--- src/rtl/xil_mem_dp_arb_pkg.sv ---
// Shared memory-port definitions for the xil_mem_dp_arb block-RAM arbiter.
// Holds the RAM geometry, the read-encoding of the byte enables and the request record.
package xil_mem_dp_arb_pkg;

    localparam int MEM_ADR_W  = 10;
    localparam int MEM_DATA_W = 16;
    localparam int MEM_WEN_W  = 2;

    localparam logic [MEM_WEN_W-1:0] WEN_READ = 2'b00;

    typedef struct packed {
        logic [MEM_WEN_W-1:0]  wen;
        logic [MEM_ADR_W-1:0]  adr;
        logic [MEM_DATA_W-1:0] wdata;
    } mem_req_t;

    function automatic logic is_read(input logic [MEM_WEN_W-1:0] wen);
        return wen == WEN_READ;
    endfunction

endpackage

--- src/rtl/xil_rr_pick.sv ---
// Rotating priority encoder: first asserted request at or after i_start (mod NUM_REQ)
// wins; returns the one-hot grant, its index and an any-grant flag.
module xil_rr_pick #(
    parameter int NUM_REQ = 4,
    parameter int RR_W    = 2
) (
    input  logic [NUM_REQ-1:0] i_req,
    input  logic [RR_W-1:0]    i_start,
    output logic [NUM_REQ-1:0] o_gnt,
    output logic [RR_W-1:0]    o_idx,
    output logic               o_any
);

    logic [RR_W-1:0] k;

    // NOTE: every output gets a default before the search loop, so no path leaves a latch.
    always_comb begin
        o_gnt = '0;
        o_idx = '0;
        o_any = 1'b0;
        k     = '0;
        for (int i = 0; i < NUM_REQ; i++) begin
            k = RR_W'((int'(i_start) + i) % NUM_REQ);
            if (!o_any && i_req[k]) begin
                o_any    = 1'b1;
                o_gnt[k] = 1'b1;
                o_idx    = k;
            end
        end
    end

endmodule

--- src/rtl/xil_mem_dp_arb.sv ---
// Round-robin arbiter sharing one 1024x16 block-RAM port among NUM_REQ requesters.
// Define XIL_MEM_ARB_LOCK_EN to let a requester hold ownership across accesses.
module xil_mem_dp_arb
    import xil_mem_dp_arb_pkg::*;
#(
    parameter int NUM_REQ = 4,
    parameter int RR_W    = 2
) (
    input  logic                            clk,
    input  logic                            rst,
    input  logic [NUM_REQ-1:0]              i_req_valid,
    input  logic [MEM_WEN_W*NUM_REQ-1:0]    i_req_wen,
    input  logic [MEM_ADR_W*NUM_REQ-1:0]    i_req_adr,
    input  logic [MEM_DATA_W*NUM_REQ-1:0]   i_req_wdata,
    input  logic [NUM_REQ-1:0]              i_req_lock,
    output logic [NUM_REQ-1:0]              o_req_ack,
    output logic [NUM_REQ-1:0]              o_rd_valid,
    output logic [MEM_DATA_W-1:0]           o_rdata,
    output logic                            o_mem_en,
    output logic [MEM_WEN_W-1:0]            o_mem_wen,
    output logic [MEM_ADR_W-1:0]            o_mem_adr,
    output logic [MEM_DATA_W-1:0]           o_mem_wdata,
    input  logic [MEM_DATA_W-1:0]           i_mem_rdata
);

    logic [RR_W-1:0]    rr_q, rr_d;
    logic               rd_vld_q, rd_vld_d;
    logic [RR_W-1:0]    rd_idx_q, rd_idx_d;
    logic [NUM_REQ-1:0] req_elig;
    logic [NUM_REQ-1:0] gnt;
    logic [RR_W-1:0]    gnt_idx;
    logic               gnt_any;
    mem_req_t           sel;

`ifdef XIL_MEM_ARB_LOCK_EN
    logic               own_vld_q, own_vld_d;
    logic [RR_W-1:0]    own_idx_q, own_idx_d;
`else
    logic               unused_lock;
    assign unused_lock = ^i_req_lock;
`endif

    // Nothing is granted during reset; an active owner masks everyone else.
    always_comb begin
        req_elig = rst ? '0 : i_req_valid;
`ifdef XIL_MEM_ARB_LOCK_EN
        if (own_vld_q) begin
            req_elig = req_elig & (NUM_REQ'(1) << own_idx_q);
        end
`endif
    end

    xil_rr_pick #(
        .NUM_REQ (NUM_REQ),
        .RR_W    (RR_W)
    ) u_pick (
        .i_req   (req_elig),
        .i_start (rr_q),
        .o_gnt   (gnt),
        .o_idx   (gnt_idx),
        .o_any   (gnt_any)
    );

    always_comb begin
        sel.wen   = i_req_wen[gnt_idx*MEM_WEN_W +: MEM_WEN_W];
        sel.adr   = i_req_adr[gnt_idx*MEM_ADR_W +: MEM_ADR_W];
        sel.wdata = i_req_wdata[gnt_idx*MEM_DATA_W +: MEM_DATA_W];
    end

    assign o_req_ack   = gnt;
    assign o_mem_en    = gnt_any;
    assign o_mem_wen   = gnt_any ? sel.wen   : '0;
    assign o_mem_adr   = gnt_any ? sel.adr   : '0;
    assign o_mem_wdata = gnt_any ? sel.wdata : '0;
    assign o_rdata     = i_mem_rdata;

    always_comb begin
        rr_d     = rr_q;
        rd_vld_d = gnt_any && is_read(sel.wen);
        rd_idx_d = gnt_idx;
`ifdef XIL_MEM_ARB_LOCK_EN
        own_vld_d = own_vld_q;
        own_idx_d = own_idx_q;
        if (gnt_any) begin
            own_vld_d = i_req_lock[gnt_idx];
            own_idx_d = gnt_idx;
        end
        // The pointer stays put while ownership persists and moves on the releasing grant.
        if (gnt_any && !own_vld_d) begin
            rr_d = (gnt_idx == RR_W'(NUM_REQ - 1)) ? '0 : gnt_idx + 1'b1;
        end
`else
        if (gnt_any) begin
            rr_d = (gnt_idx == RR_W'(NUM_REQ - 1)) ? '0 : gnt_idx + 1'b1;
        end
`endif
    end

    // NOTE: state flops use non-blocking assignments so every flop samples pre-edge values.
    always_ff @(posedge clk) begin
        if (rst) begin
            rr_q      <= '0;
            rd_vld_q  <= 1'b0;
            rd_idx_q  <= '0;
`ifdef XIL_MEM_ARB_LOCK_EN
            own_vld_q <= 1'b0;
            own_idx_q <= '0;
`endif
        end else begin
            rr_q      <= rr_d;
            rd_vld_q  <= rd_vld_d;
            rd_idx_q  <= rd_idx_d;
`ifdef XIL_MEM_ARB_LOCK_EN
            own_vld_q <= own_vld_d;
            own_idx_q <= own_idx_d;
`endif
        end
    end

    always_comb begin
        o_rd_valid = '0;
        if (rd_vld_q) begin
            o_rd_valid[rd_idx_q] = 1'b1;
        end
    end

    // A pending request must stay valid until it is acknowledged.
    for (genvar i = 0; i < NUM_REQ; i++) begin : g_hold
        a_hold_valid: assert property (@(posedge clk) disable iff (rst)
            (i_req_valid[i] && !o_req_ack[i]) |=> i_req_valid[i]);
    end

endmodule

--- config.mk ---
export PLATFORM = sky130hd
export DESIGN_NAME = xil_mem_dp_arb
export DESIGN_NICKNAME = d
export VERILOG_FILES = /design/src/rtl/xil_mem_dp_arb_pkg.sv /design/src/rtl/xil_rr_pick.sv /design/src/rtl/xil_mem_dp_arb.sv
export SDC_FILE = /design/constraint.sdc
export NUM_CORES = 1
export LEC_CHECK = 0
export ABC_CLOCK_PERIOD_IN_PS = 7100
export CORE_ASPECT_RATIO = 0.8
export CORE_MARGIN = 2
export CORE_UTILIZATION = 31
export CTS_CLUSTER_DIAMETER = 100
export DETAILED_ROUTE_END_ITERATION = 7
export HOLD_SLACK_MARGIN = 0.02
export PLACE_DENSITY = 0.87
export RECOVER_POWER = 50
export REMOVE_ABC_BUFFERS = 1
export SETUP_SLACK_MARGIN = 0.05
export SYNTH_ARGS = -nofsm -noshare
export SYNTH_HDL_FRONTEND = slang
export SYNTH_SLANG_ARGS = --single-unit
--- constraint.sdc ---
create_clock -name clk -period 7.1 [get_ports clk]
set_input_delay 0.71 -clock clk [delete_from_list [all_inputs] [get_ports clk]]
set_output_delay 0.71 -clock clk [all_outputs]
set_load 0.01 [all_outputs]
# == Word level (Yosys, flattened, before mapping) ==
# Index checks and enable logic that the tools add are counted.
# op_classes
n_mux,36
n_bitwise,3
magnitude_cmp,10
n_addsub,4
n_reduce_logical,13
multipliers,1
shifts,3
n_div,0
n_eq_ne,1
# ops
cell,n
variable part select 64 x 7 -> 16 bit,1
variable part select 40 x 7 -> 10 bit,1
2-to-1 mux 4 bit,6
2-to-1 mux 16 bit,1
< comparator 2 x 3 -> 1 bit (second input constant),5
2-to-1 mux 1 bit,13
2-to-1 mux 2 bit,6
bitwise OR 4 bit,3
demux 1 bit (select 2 bit),5
greater-or-equal comparator 2 x 1 -> 1 bit (second input constant),5
2-to-1 mux 10 bit,1
logical AND 1 bit,9
binary-select mux 1 bit (select 2 bit),4
variable part select 8 x 4 -> 2 bit,1
multiplier 2 x 3 -> 5 bit (second input constant),1
adder 2 x 1 -> 2 bit (second input constant),2
adder 2 bit (second input constant),2
zero test 1 bit,3
equality test 2 bit (second input constant),1
zero test 2 bit,1
# totals
latch_bits,0
in_bits,138
romBits,0
regBits,5
n_memories,0
ram_bits,0

# == Longest topological paths before layout ==
# Gate-level depths: netlist of the first run.
# logic_depth
depth_word,16
mapped_depth,13
mapped_depth_nobuf,9

# == Hierarchy ==
# A second synthesis of the first run with hierarchy kept.
# unflattened
cells_unflattened,149
hier_area_um2,1622.8
# modules_own_cells
module,instances,cells_per_inst,area_per_inst_um2,seq_area_each_um2
xil_mem_dp_arb,1,104,1203.7,100.1
xil_rr_pick,1,45,419.2,0.0

# == Least setup slack after synthesis of the first run ==
# Ideal clock, no wire load.
# synth_timing
path_type,flip-flop to output port
from,register rr_q[0]
to,output port o_mem_wdata[14]
path_stages_with_launch,13
setup_slack_ns,3.707
t_arrival_ns,2.683
cell_sequence,dfxtp_1 buf_6 inv_1 ha_1 mux4_2 o221a_4 a31o_1 a22o_1 clkbuf_1 buf_6 buf_6 mux2i_1 o22ai_1
# synth_via
elab_chain_len,14
word_cells_on_any_way,27
# synth_rtl
element,line_no,rtl
"start, declared",xil_mem_dp_arb.sv:26,"logic [RR_W-1:0] rr_q, rr_d;"
"start signal, assigned",xil_mem_dp_arb.sv:110,rr_q <= rr_d;
"parallel branches: the longest is 13 deep, another holds adder 2 x 1 -> 2 bit",n/a,
2-to-1 mux 16 bit *,xil_mem_dp_arb.sv:74,assign o_mem_wdata = gnt_any ? sel.wdata : '0;
"end, declared",xil_mem_dp_arb.sv:22,"output logic [MEM_DATA_W-1:0] o_mem_wdata,"
# Every way passes the cells marked *. The select of a mux whose other input is x is not followed.

# == Worst setup path in the final report of the first run ==
# layout_timing
from,register rr_q[0]
to,output port o_mem_adr[1]
# layout_via
elab_chain_len,15
word_cells_on_any_way,28
# layout_rtl
element,line_no,rtl
"parallel branches: the longest is 14 deep, another holds multiplier 2 x 3 -> 5 bit",n/a,
2-to-1 mux 10 bit *,xil_mem_dp_arb.sv:73,assign o_mem_adr = gnt_any ? sel.adr : '0;
"end, declared",xil_mem_dp_arb.sv:21,"output logic [MEM_ADR_W-1:0] o_mem_adr,"
# Marks and branches as above.

==> results of run 1 <==
## Yosys cell counts, types with 3 or more instances
library cell / count / area [um^2]
a21oi_1: 6 / 30.03
nor2_1: 11 / 41.29
nor3_1: 3 / 15.01
buf_4: 16 / 120.1
nand2b_1: 3 / 18.77
dfxtp_1: 5 / 100.1
o22ai_1: 29 / 181.4
buf_6: 5 / 56.30
clkbuf_1: 9 / 33.78
ha_1: 9 / 112.6
a22o_1: 3 / 26.28
nand2_1: 9 / 33.78
a22oi_1: 4 / 30.03
o221ai_1: 6 / 52.55
inv_1: 12 / 45.04
mux2i_1: 58 / 580.6
or2_2: 4 / 25.02
## registers in the layout, summed over array words and instances (netlist names)
name      count
rr_q          2
rd_idx_q      2
rd_vld_q      1
## critical path, delay by kind of cell, from the launching register on
family | cells | cell delay (ns)
adder cells (fa/ha/maj) | 1 | 0.52
AND/OR/NAND/NOR | 1 | 0.28
buffers and inverters | 3 | 1.65
flip-flops | 1 | 0.86
AO/OA/AOI/OAI | 3 | 1.12
multiplexers | 2 | 0.59
## where the power goes
part,internal [uW],switching [uW]
logic,189,145
clock network,38.6,15.0
registers,32.7,8.80
## path summary, 6_finish.rpt
kind	from	endpoint	slack, ns	cells past startpoint
setup / recovery	rr_q[0]	o_mem_adr[1]	1.12	10
hold / removal	rr_q[1]	rr_q[1]	0.62	2
setup reg to reg	rr_q[0]	rr_q[0]	2.89	10
hold reg to reg	rr_q[1]	rr_q[1]	0.62	2
## layer usage
metal | up-vias | part of all wire (%) | GRT usage [%]
met5 | - | 0 | 0
met4 | 0 | 1.7 | 5.556
met3 | 15 | 9.6 | 8.295
met2 | 126 | 49 | 36.93
met1 | 1035 | 40 | 25.53
li1 | 1112 | - | -
## stage by stage
step	instance area (um^2)	setup slack [ns]	utilization, %	total power [uW]	std cells
2_1_floorplan	1555	1.888	-	221.3	192
3_3_place_gp	3211	1.922	58.42	368.3	426
3_5_place_dp	3211	1.844	58.42	376.4	426
4_1_cts	3256	1.574	59.24	432.3	430
5_1_grt	3239	0.7081	58.95	457.0	430
6_report	3239	1.123	58.95	429.1	430
## layout make-up
class	count	area (um^2)	area share, %
well taps	78	97.59	3.013
repair buffers	156	1553	47.93
clock buffers	4	45.04	1.390
flip-flops and latches	5	100.1	3.090
inverters	12	45.04	1.390
multi-input cells	175	1399	43.18
## logic make-up after synthesis
kind of cell | synth area share (%)
compound gates | 26.99
mux | 33.97
buf+inv | 14.94
simple gates | 12.12
fa+ha+maj | 6.343
flops | 5.638
==> metrics.md, run 1 <==
| Metric | Value |
|---|---|
| CTS tree | done |
| H-tree Lvls | 1 |
| Starting Density | about a third |
| Setup TNS | 0 ns |
| DR pass1 iterations | 4 |
| Mapped Cells | 224 |
| Die extent in x | between 80 and 90 um |
| Tmin final | about 6 ns |
| Row count | 24 |
| Largest net degree at the start of global routing | between 40 and 50 |
| Clk sinks | 5 |
| Worst slew pin tran | ~1.4 ns |
| Die area | ~6400 um^2 |
| CP Capture Type | output pin |
| Core ar. | 5495 um^2 |
| Synth cell types | 43 |
| Most common cell after layout, fill and taps aside | clkdlybuf4s50_1 |
| Max FO, Critical Path | 43 |
| Share of the yosys chip area belonging to registers | 5.638% |
| DRT iter0 DRCs | roughly 120 |
| Clk root buf | clkbuf_8 |
| Critical Path RT | ~6.4 ns |
| Slew HR | under 10% |
| Clk_skew | 0.0007699 ns |
| Status | complete, no violations |
| Number of global-route vias before repair | 2303 |
| GRT Util Overall | 21.68% |
| Final setup fails | 0 |
| Worst hold slack | 0.6234 ns |
| Drt drc | 0 |
| # resized after CTS | 0 |
| Maxcap violations | 0 |
| Async set or reset register ratio after synthesis | 0% |
| First-pass GRT wire length | 10830 um |
| Hold/Removal Path Class | flip-flop to flip-flop |
| Detailed Place HPWL | 5910 um |
| Critical path startpoint category | flip-flop |
| Ports | 191 |
| Average wire per standard cell | 17.05 um |
| Period utilisation layout | ~84% |
| Layout Area Growth over Synthesis | 82.45% |
| CP cell instances | inv_1 -> ha_1 -> mux4_2 -> o221a_1 -> nor2_1 -> a22o_1 -> buf_4 -> mux2i_1 -> o22ai_1 -> clkdlybuf4s50_1 |
| Hold_buf cts | 0 |
| Seq cells post-synth | 5 |
| Final nets | 500 |
| Via Count | 2288 |
| GRT overflow | 0 |
| Synth warnings | 0 |
| Max Fclk | approximately 170 MHz |
| Filler Cell Count | between 400 and 500 |
| Number of antenna violations at the first check in global routing | 0 |
| Share of layout cells above drive strength 1 | 2.841% |
| Drt total wl | ~7300 um |
| Slowest library cell on the worst path | dfxtp_1 |
| Final hold vios | 0 |
| Max Slew Vio Count | 0 |
| RSZ-0062 raised after global routing | no |
| Highest-count cells in the layout ignoring fill and taps | clkdlybuf4s50_1 (148), mux2i_1 (58), o22ai_1 (29) |
| Post-CTS setup buffers | 0 |
| Clk slew on worst S/H paths | 0.03 ns |
| Antenna Cells | 0 |
| # port buffers | 154 |
| Height of the die | roughly 72 um |
| Cell area power density | 132.5 nW/um^2 |
| CTS max path bufs | 2 |
| Worst VDD drop | 0.04871 mV |
| Setup CP Type | flip-flop to output pin |
| Slowest Stage Delay on Critical Path | 0.86 ns |
| Antenna viol nets, final | 0 |
| Synthesized area | 1775 um^2 |
| Worst Path Arrival | ~5.3 ns |
| Number of synthesized flops with an enable pin | 0 |
| TritonCTS Buffers | 3 |
| Top FF cell, synth | dfxtp_1 |
| GP Congestion | 0.8263 |
| Via-to-Cell Ratio | ~5.3 |
| Worst skew pair latency | 0.23 ns |
| Syn Area/Cell | 7.926 um^2 |
| LEAKAGE | ~0.0012 uW |
No activity file was read; power rests on OpenSTA's default activity.
==> run 2: changes to the inputs <==
Settings changed: ABC_CLOCK_PERIOD_IN_PS 7100 to 5450, CORE_UTILIZATION 31 to 26, PLACE_DENSITY 0.87 to 0.78.
Clock period 7.1 ns to 5.45 ns, I/O delays scaled along.
==> run 2 against run 1 <==
Clock power grew 24%. Sequential power grew 17%. Sequential share of layout area is essentially flat. Clock-buffer cell count is the same. Power grew 28%. Register-to-register slack lost 1.1 ns. Via count shrank 2.4%. Combinational power grew 31%. Die area grew 18%. Largest cell class unchanged. Final cell count grew 1.4%. Global-route usage shrank 4.9 points. Non-clock buffer count is the same.
==> metrics.md, run 2 (same netlist as run 1, synthesis figures left out) <==
| Metric | Value |
|---|---|
| Setup TNS | 0 ns (unchanged) |
| Reg2reg setup slack | 1.75 ns (-1.14 ns) |
| CP Capture Type | output pin |
| Critical Path RT | 4.91 ns (-1.48 ns) |
| First-pass GRT wire length | 10090 um (-6.8%) |
| Maxcap violations | 0 (unchanged) |
| Via-to-Cell Ratio | 5.122 (-3.7%) |
| CTS tree | done |
| Layout Area Growth over Synthesis | 83.51% |
| Highest-count cells in the layout ignoring fill and taps | clkdlybuf4s50_1 (145), mux2i_1 (58), o22ai_1 (29) |
| Final hold vios | 0 (unchanged) |
| CTS max path bufs | 2 (unchanged) |
| Worst skew pair latency | 0.21 ns (-0.02 ns) |
| Height of the die | 77.91 um (+8.7%) |
| RR Endpoint | rr_q[0] |
| Antenna viol nets, final | 0 (unchanged) |
| Status | complete, no violations |
| Detailed Place HPWL | 5377 um (-9.0%) |
| Final setup fails | 0 (unchanged) |
| Die area | 7510 um^2 (+18%) |
| Worst VDD drop | 0.07330 mV (+50%) |
| DR pass1 iterations | 4 (unchanged) |
| Hold_buf cts | 0 (unchanged) |
| Post-CTS setup buffers | 0 (unchanged) |
| Cell area power density | 169.2 nW/um^2 (+28%) |
| Clk root buf | clkbuf_8 |
| LEAKAGE | 0.001231 uW (+0.90%) |
| Largest net degree at the start of global routing | 58 (+32%) |
| Placed cells | 432 (+1.4%) |
| Min-delay src | rr_q[1] |
| Hold EP | rr_q[1] |
| Final nets | 500 (unchanged) |
| Number of antenna violations at the first check in global routing | 0 (unchanged) |
| # port buffers | 154 (unchanged) |
| Clk_skew | 0.0005331 ns (-0.0002368 ns) |
| R2r startpoint | rr_q[1] |
| Reg2reg path depth | 10 (unchanged) |
| Starting Density | 27.29% (-5.0 points) |
| Drt drc | 0 (unchanged) |
| Share of layout cells above drive strength 1 | 3.409% (+0.57 points) |
| Slew HR | 19.21% (+15 points) |
| RSZ-0062 raised after global routing | no |
| Setup CP Type | flip-flop to output pin |
| Max Fclk | 222.1 MHz |
| Register area | 100.1 um^2 (unchanged) |
| Worst hold path depth | 2 (unchanged) |
| Drt total wl | 6785 um (-7.4%) |
| Number of global-route vias before repair | 2156 (-6.4%) |
| Top flop regs | rd_idx_q: 2 flops, rr_q: 2 flops, rd_vld_q: 1 flops |
| Max FO, Critical Path | 57 (+33%) |
| Clk sinks | 5 (unchanged) |
| Most common cell after layout, fill and taps aside | clkdlybuf4s50_1 |
| Via Count | 2233 (-2.4%) |
| Critical path startpoint category | flip-flop |
| Die extent in x | 96.39 um (+8.8%) |
| H-tree Lvls | 1 (unchanged) |
| Ports | 191 (unchanged) |
| Final non-filler cell total | 436 (+1.4%) |
| # resized after CTS | 0 (unchanged) |
| Max Slew Vio Count | 0 (unchanged) |
| Filler Cell Count | 621 (+30%) |
| GRT Util Overall | 16.77% (-4.9 points) |
| Period utilisation layout | ~83% |
| Tmin final | 4.503 ns |
| Clk slew on worst S/H paths | 0.03 ns (about the same) |
| Core ar. | 6506 um^2 (+18%) |
| GP Congestion | 0.8038 (-2.7%) |
| Worst Path Arrival | 3.96 ns (-1.31 ns) |
| GRT overflow | 0 (unchanged) |
| Average wire per standard cell | 15.56 um (-8.7%) |
| DRT iter0 DRCs | 127 (+3.3%) |
| TritonCTS Buffers | 3 (unchanged) |
| Hold/Removal Path Class | flip-flop to flip-flop |
| Worst slew pin tran | 1.212 ns (-0.2209 ns) |
| Area of the multi-input gates | 1410 um^2 (+0.80%) |
| Row count | 26 (+8.3%) |
| Antenna Cells | 0 (unchanged) |
run 2: cell count changes in the layout (fill, tap and decap cells not counted):
| cell | delta |
|---|---|
| nor2_2 | +1 |
| clkdlybuf4s50_1 | -3 |
| a22o_4 | +1 |
| a22o_1 | -1 |
| nor2_1 | -1 |
| dlygate4sd3_1 | +3 |
run 2: area by class of cell:
| class | count | area share, % |
|---|---|---|
| timing repair buffer | 156 | 47.66 |
| multi-input combinational | 175 | 43.28 |
| tap | 84 | 3.226 |
| sequential | 5 | 3.072 |
| clock buffer | 4 | 1.382 |
| inverter | 12 | 1.382 |
run 2: routing by layer:
layer	wire length, um	track usage (%)	vias to the layer above
met5	0	0	-
li1	-	-	1100
met2	3189	27.15	130
met3	794	6.796	6
met4	68	3.662	0
met1	2733	20.74	997
run 2: how the worst max path moves through the flow:
stage	slack, ns	start	end
2_1_floorplan	0.40	rr_q[0]	o_mem_adr[0]
3_3_place_gp	1.12	rst	o_mem_wdata[2]
3_5_place_dp	1.05	rst	o_mem_adr[2]
4_1_cts	1.01	rr_q[1]	o_mem_wdata[6]
5_1_grt	0.68	rr_q[1]	o_mem_wdata[7]
6_report	0.95	rr_q[1]	o_mem_wdata[13]
run 2: worst max-delay path, cell delays in order, from the launching register on:
cell and delay (ns):
dfxtp_1 0.53, inv_1 0.20, ha_1 0.44, mux4_2 0.38
o221a_1 0.19, nor2_2 0.24, a22o_4 0.74, mux2i_1 0.16
o22ai_1 0.22, clkdlybuf4s50_1 0.59
run 2: power by group:
part	internal, uW	switching, uW
logic	247	189
registers	42.6	5.84
clock network	50.0	16.2
run 2: metrics by stage:
| step | area, um^2 | total power [uW] | hold slack [ns] | util [%] | setup WS (ns) |
|---|---|---|---|---|---|
| 3_3_place_gp | 3226 | 484.8 | 0.5965 | 49.58 | 1.122 |
| 5_1_grt | 3258 | 593.2 | 0.6725 | 50.08 | 0.6786 |
| 3_5_place_dp | 3226 | 492.7 | 0.6129 | 49.58 | 1.051 |
| 6_report | 3258 | 551.2 | 0.6241 | 50.08 | 0.9470 |
| 4_1_cts | 3271 | 561.4 | 0.6202 | 50.27 | 1.011 |
| 2_1_floorplan | 1555 | 288.4 | 0.5335 | - | 0.4032 |
==> run 3: changes to the inputs <==
Settings changed: ABC_CLOCK_PERIOD_IN_PS 5450 to 4700, CORE_UTILIZATION 26 to 29, PLACE_DENSITY 0.78 to 0.83.
Clock period 5.45 ns to 4.7 ns, I/O delays scaled along.
==> run 3 against run 2 <==
First-iteration DRC count up 59%. Clock-buffer cell count unchanged. Flip-flop and latch count unchanged. Combinational power up 18%. Sequential share of layout area about the same. Clock skew up 0.0016 ns. Wire length up 3.7%. Hold slack better by 0.0010 ns. Global-route usage up 1.5 points. Cell area up 0.69%. Core utilization up 5.4 points. Critical endpoint is now o_mem_adr[2]. Die area down 9.9%. Critical path type unchanged.
==> metrics.md, run 3 (same netlist as run 1, synthesis figures left out) <==
| Metric | Value |
|---|---|
| Highest-count cells in the layout ignoring fill and taps | clkdlybuf4s50_1 (146), mux2i_1 (58), o22ai_1 (29) |
| Slowest library cell on the worst path | a22o_2 |
| GP Congestion | 0.8121 (+1.0%) |
| Place WS | 0.5321 ns (-0.5192 ns) |
| # resized after CTS | 0 (unchanged) |
| Max Fclk | roughly 230 MHz |
| Most common cell after layout, fill and taps aside | clkdlybuf4s50_1 |
| LEAKAGE | 0.001243 uW (+0.93%) |
| Average wire per standard cell | 16.17 um (+3.9%) |
| Final core occ | 55.49% (+5.4 points) |
| Slowest Stage Delay on Critical Path | 0.77 ns (+0.03 ns) |
| Via Count | 2266 (+1.5%) |
| Drt total wl | 7033 um (+3.7%) |
| H-tree Lvls | 1 (unchanged) |
| Die area | 6768 um^2 (-9.9%) |
| GRT Util Overall | 18.25% (+1.5 points) |
| Critical path startpoint category | flip-flop |
| RSZ-0062 raised after global routing | no |
| Final setup fails | 0 (unchanged) |
| Clk root buf | clkbuf_8 |
| Max FO, Critical Path | 28 (-51%) |
| Core ar. | 5912 um^2 (-9.1%) |
| Critical Path RT | 4.23 ns (-0.68 ns) |
| Post-CTS setup buffers | 0 (unchanged) |
| Maxcap violations | 0 (unchanged) |
| Clk sinks | 5 (unchanged) |
| CP Capture Type | output pin |
| Detailed Place HPWL | 5364 um (-0.26%) |
| Layout Area Growth over Synthesis | 84.78% |
| Status | complete, no violations |
| Number of global-route vias before repair | 2178 (+1.0%) |
| Worst hold slack | 0.6252 ns (+0.001020 ns) |
| TritonCTS Buffers | 3 (unchanged) |
| Number of antenna violations at the first check in global routing | 0 (unchanged) |
| Worst Path Arrival | 3.94 ns (-0.02 ns) |
| Filler Cell Count | 514 (-17%) |
| CTS max path bufs | 2 (unchanged) |
| Slew HR | 4.421% (-15 points) |
| DRT iter0 DRCs | 202 (+59%) |
| Period utilisation layout | 93.88% |
| GRT overflow | 0 (unchanged) |
| CTS tree | done |
| Setup ws final | 0.2878 ns (-0.6592 ns) |
| Antenna viol nets, final | 0 (unchanged) |
| Clk_skew | 0.002182 ns (+0.001649 ns) |
| Hold/Removal Path Class | flip-flop to flip-flop |
| Final nets | 502 (+0.40%) |
| Final hold vios | 0 (unchanged) |
| Worst VDD drop | 0.07895 mV (+7.7%) |
| Post-layout instance area | 3281 um^2 (+0.69%) |
| DR pass1 iterations | 4 (unchanged) |
| Row count | 25 (-3.8%) |
| Die extent in x | 91.48 um (-5.1%) |
| Final Power | 652.6 uW (+18%) |
| Hold_buf cts | 0 (unchanged) |
| Drt drc | 0 (unchanged) |
| Max Slew Vio Count | 0 (unchanged) |
| Share of layout cells above drive strength 1 | 4.237% (+0.83 points) |
| Ports | 191 (unchanged) |
| Via-to-Cell Ratio | 5.209 (+1.7%) |
| Worst skew pair latency | 0.22 ns (about the same) |
| CP cell instances | inv_1 -> ha_1 -> or3b_2 -> nand3_1 -> a31o_1 -> a22o_2 -> mux2i_1 -> o22ai_1 -> clkdlybuf4s50_1 |
| Worst slew pin tran | 1.434 ns (+0.2218 ns) |
| Antenna Cells | 0 (unchanged) |
| Clk slew on worst S/H paths | 0.04 ns (about the same) |
| Largest net degree at the start of global routing | 58 (unchanged) |
| First-pass GRT wire length | 10150 um (+0.61%) |
| Tmin final | 4.412 ns |
| # port buffers | 154 (unchanged) |
| Height of the die | 73.99 um (-5.0%) |
| Setup CP Type | flip-flop to output pin |
| Top flop regs | rd_idx_q: 2 flops, rr_q: 2 flops, rd_vld_q: 1 flops |
| Starting Density | 30.03% (+2.7 points) |
| DP Area | 3229 um^2 (+0.12%) |
| Cell area power density | 198.9 nW/um^2 (+18%) |
run 3: cell count changes in the layout (fill, tap and decap cells not counted):
cell             before  now
dlygate4sd3_1         9    8
o221a_4               0    1
a22o_2                0    1
buf_4                 1    2
o221a_1               1    0
clkdlybuf4s50_1     145  146
run 3: power breakdown:
part | switching (uW) | total, uW | internal [uW]
logic | 228 | 517 | 290
clock network | 20.9 | 79.1 | 58.2
registers | 6.70 | 56.1 | 49.4
run 3: layout make-up:
cell class / instances / area (um^2) / share of cell area [%]
clock buffers: 4 / 45.04 / 1.373
inverters: 12 / 45.04 / 1.373
flip-flops and latches: 5 / 100.1 / 3.051
repair buffers: 157 / 1560 / 47.56
well taps: 81 / 101.3 / 3.089
multi-input cells: 176 / 1429 / 43.55
run 3: final timing paths:
path                            cells after the start  startpoint      endpoint  slack (ns)
worst max-delay path                                9     rr_q[1]  o_mem_adr[2]        0.29
worst min-delay path                                2     rr_q[1]       rr_q[1]        0.63
worst max register to register                     10     rr_q[1]       rr_q[0]        1.08
worst min register to register                      2     rr_q[1]       rr_q[1]        0.63
run 3: layer usage:
metal  vias up  wire length (um)  GRT usage [%]
li1       1112                 -              -
met1      1046              2798          22.65
met2       104              3505          30.39
met3         4               695          7.497
met4         0                33          2.862
met5         -                 0          2.083
run 3: critical path, delay by kind of cell, from the launching register on:
kind	cells	cell delay, ns
flip-flops	1	0.51
AO/OA/AOI/OAI	3	1.22
AND/OR/NAND/NOR	2	0.59
buffers and inverters	2	0.79
adder cells (fa/ha/maj)	1	0.41
multiplexers	1	0.18
run 3: through the flow:
stage / TNS, ns / std cells
finish: 0 / 435
CTS: 0 / 434
floorplan: -7.581 / 192
global route: 0 / 435
detailed placement: 0 / 430
global placement: 0 / 430
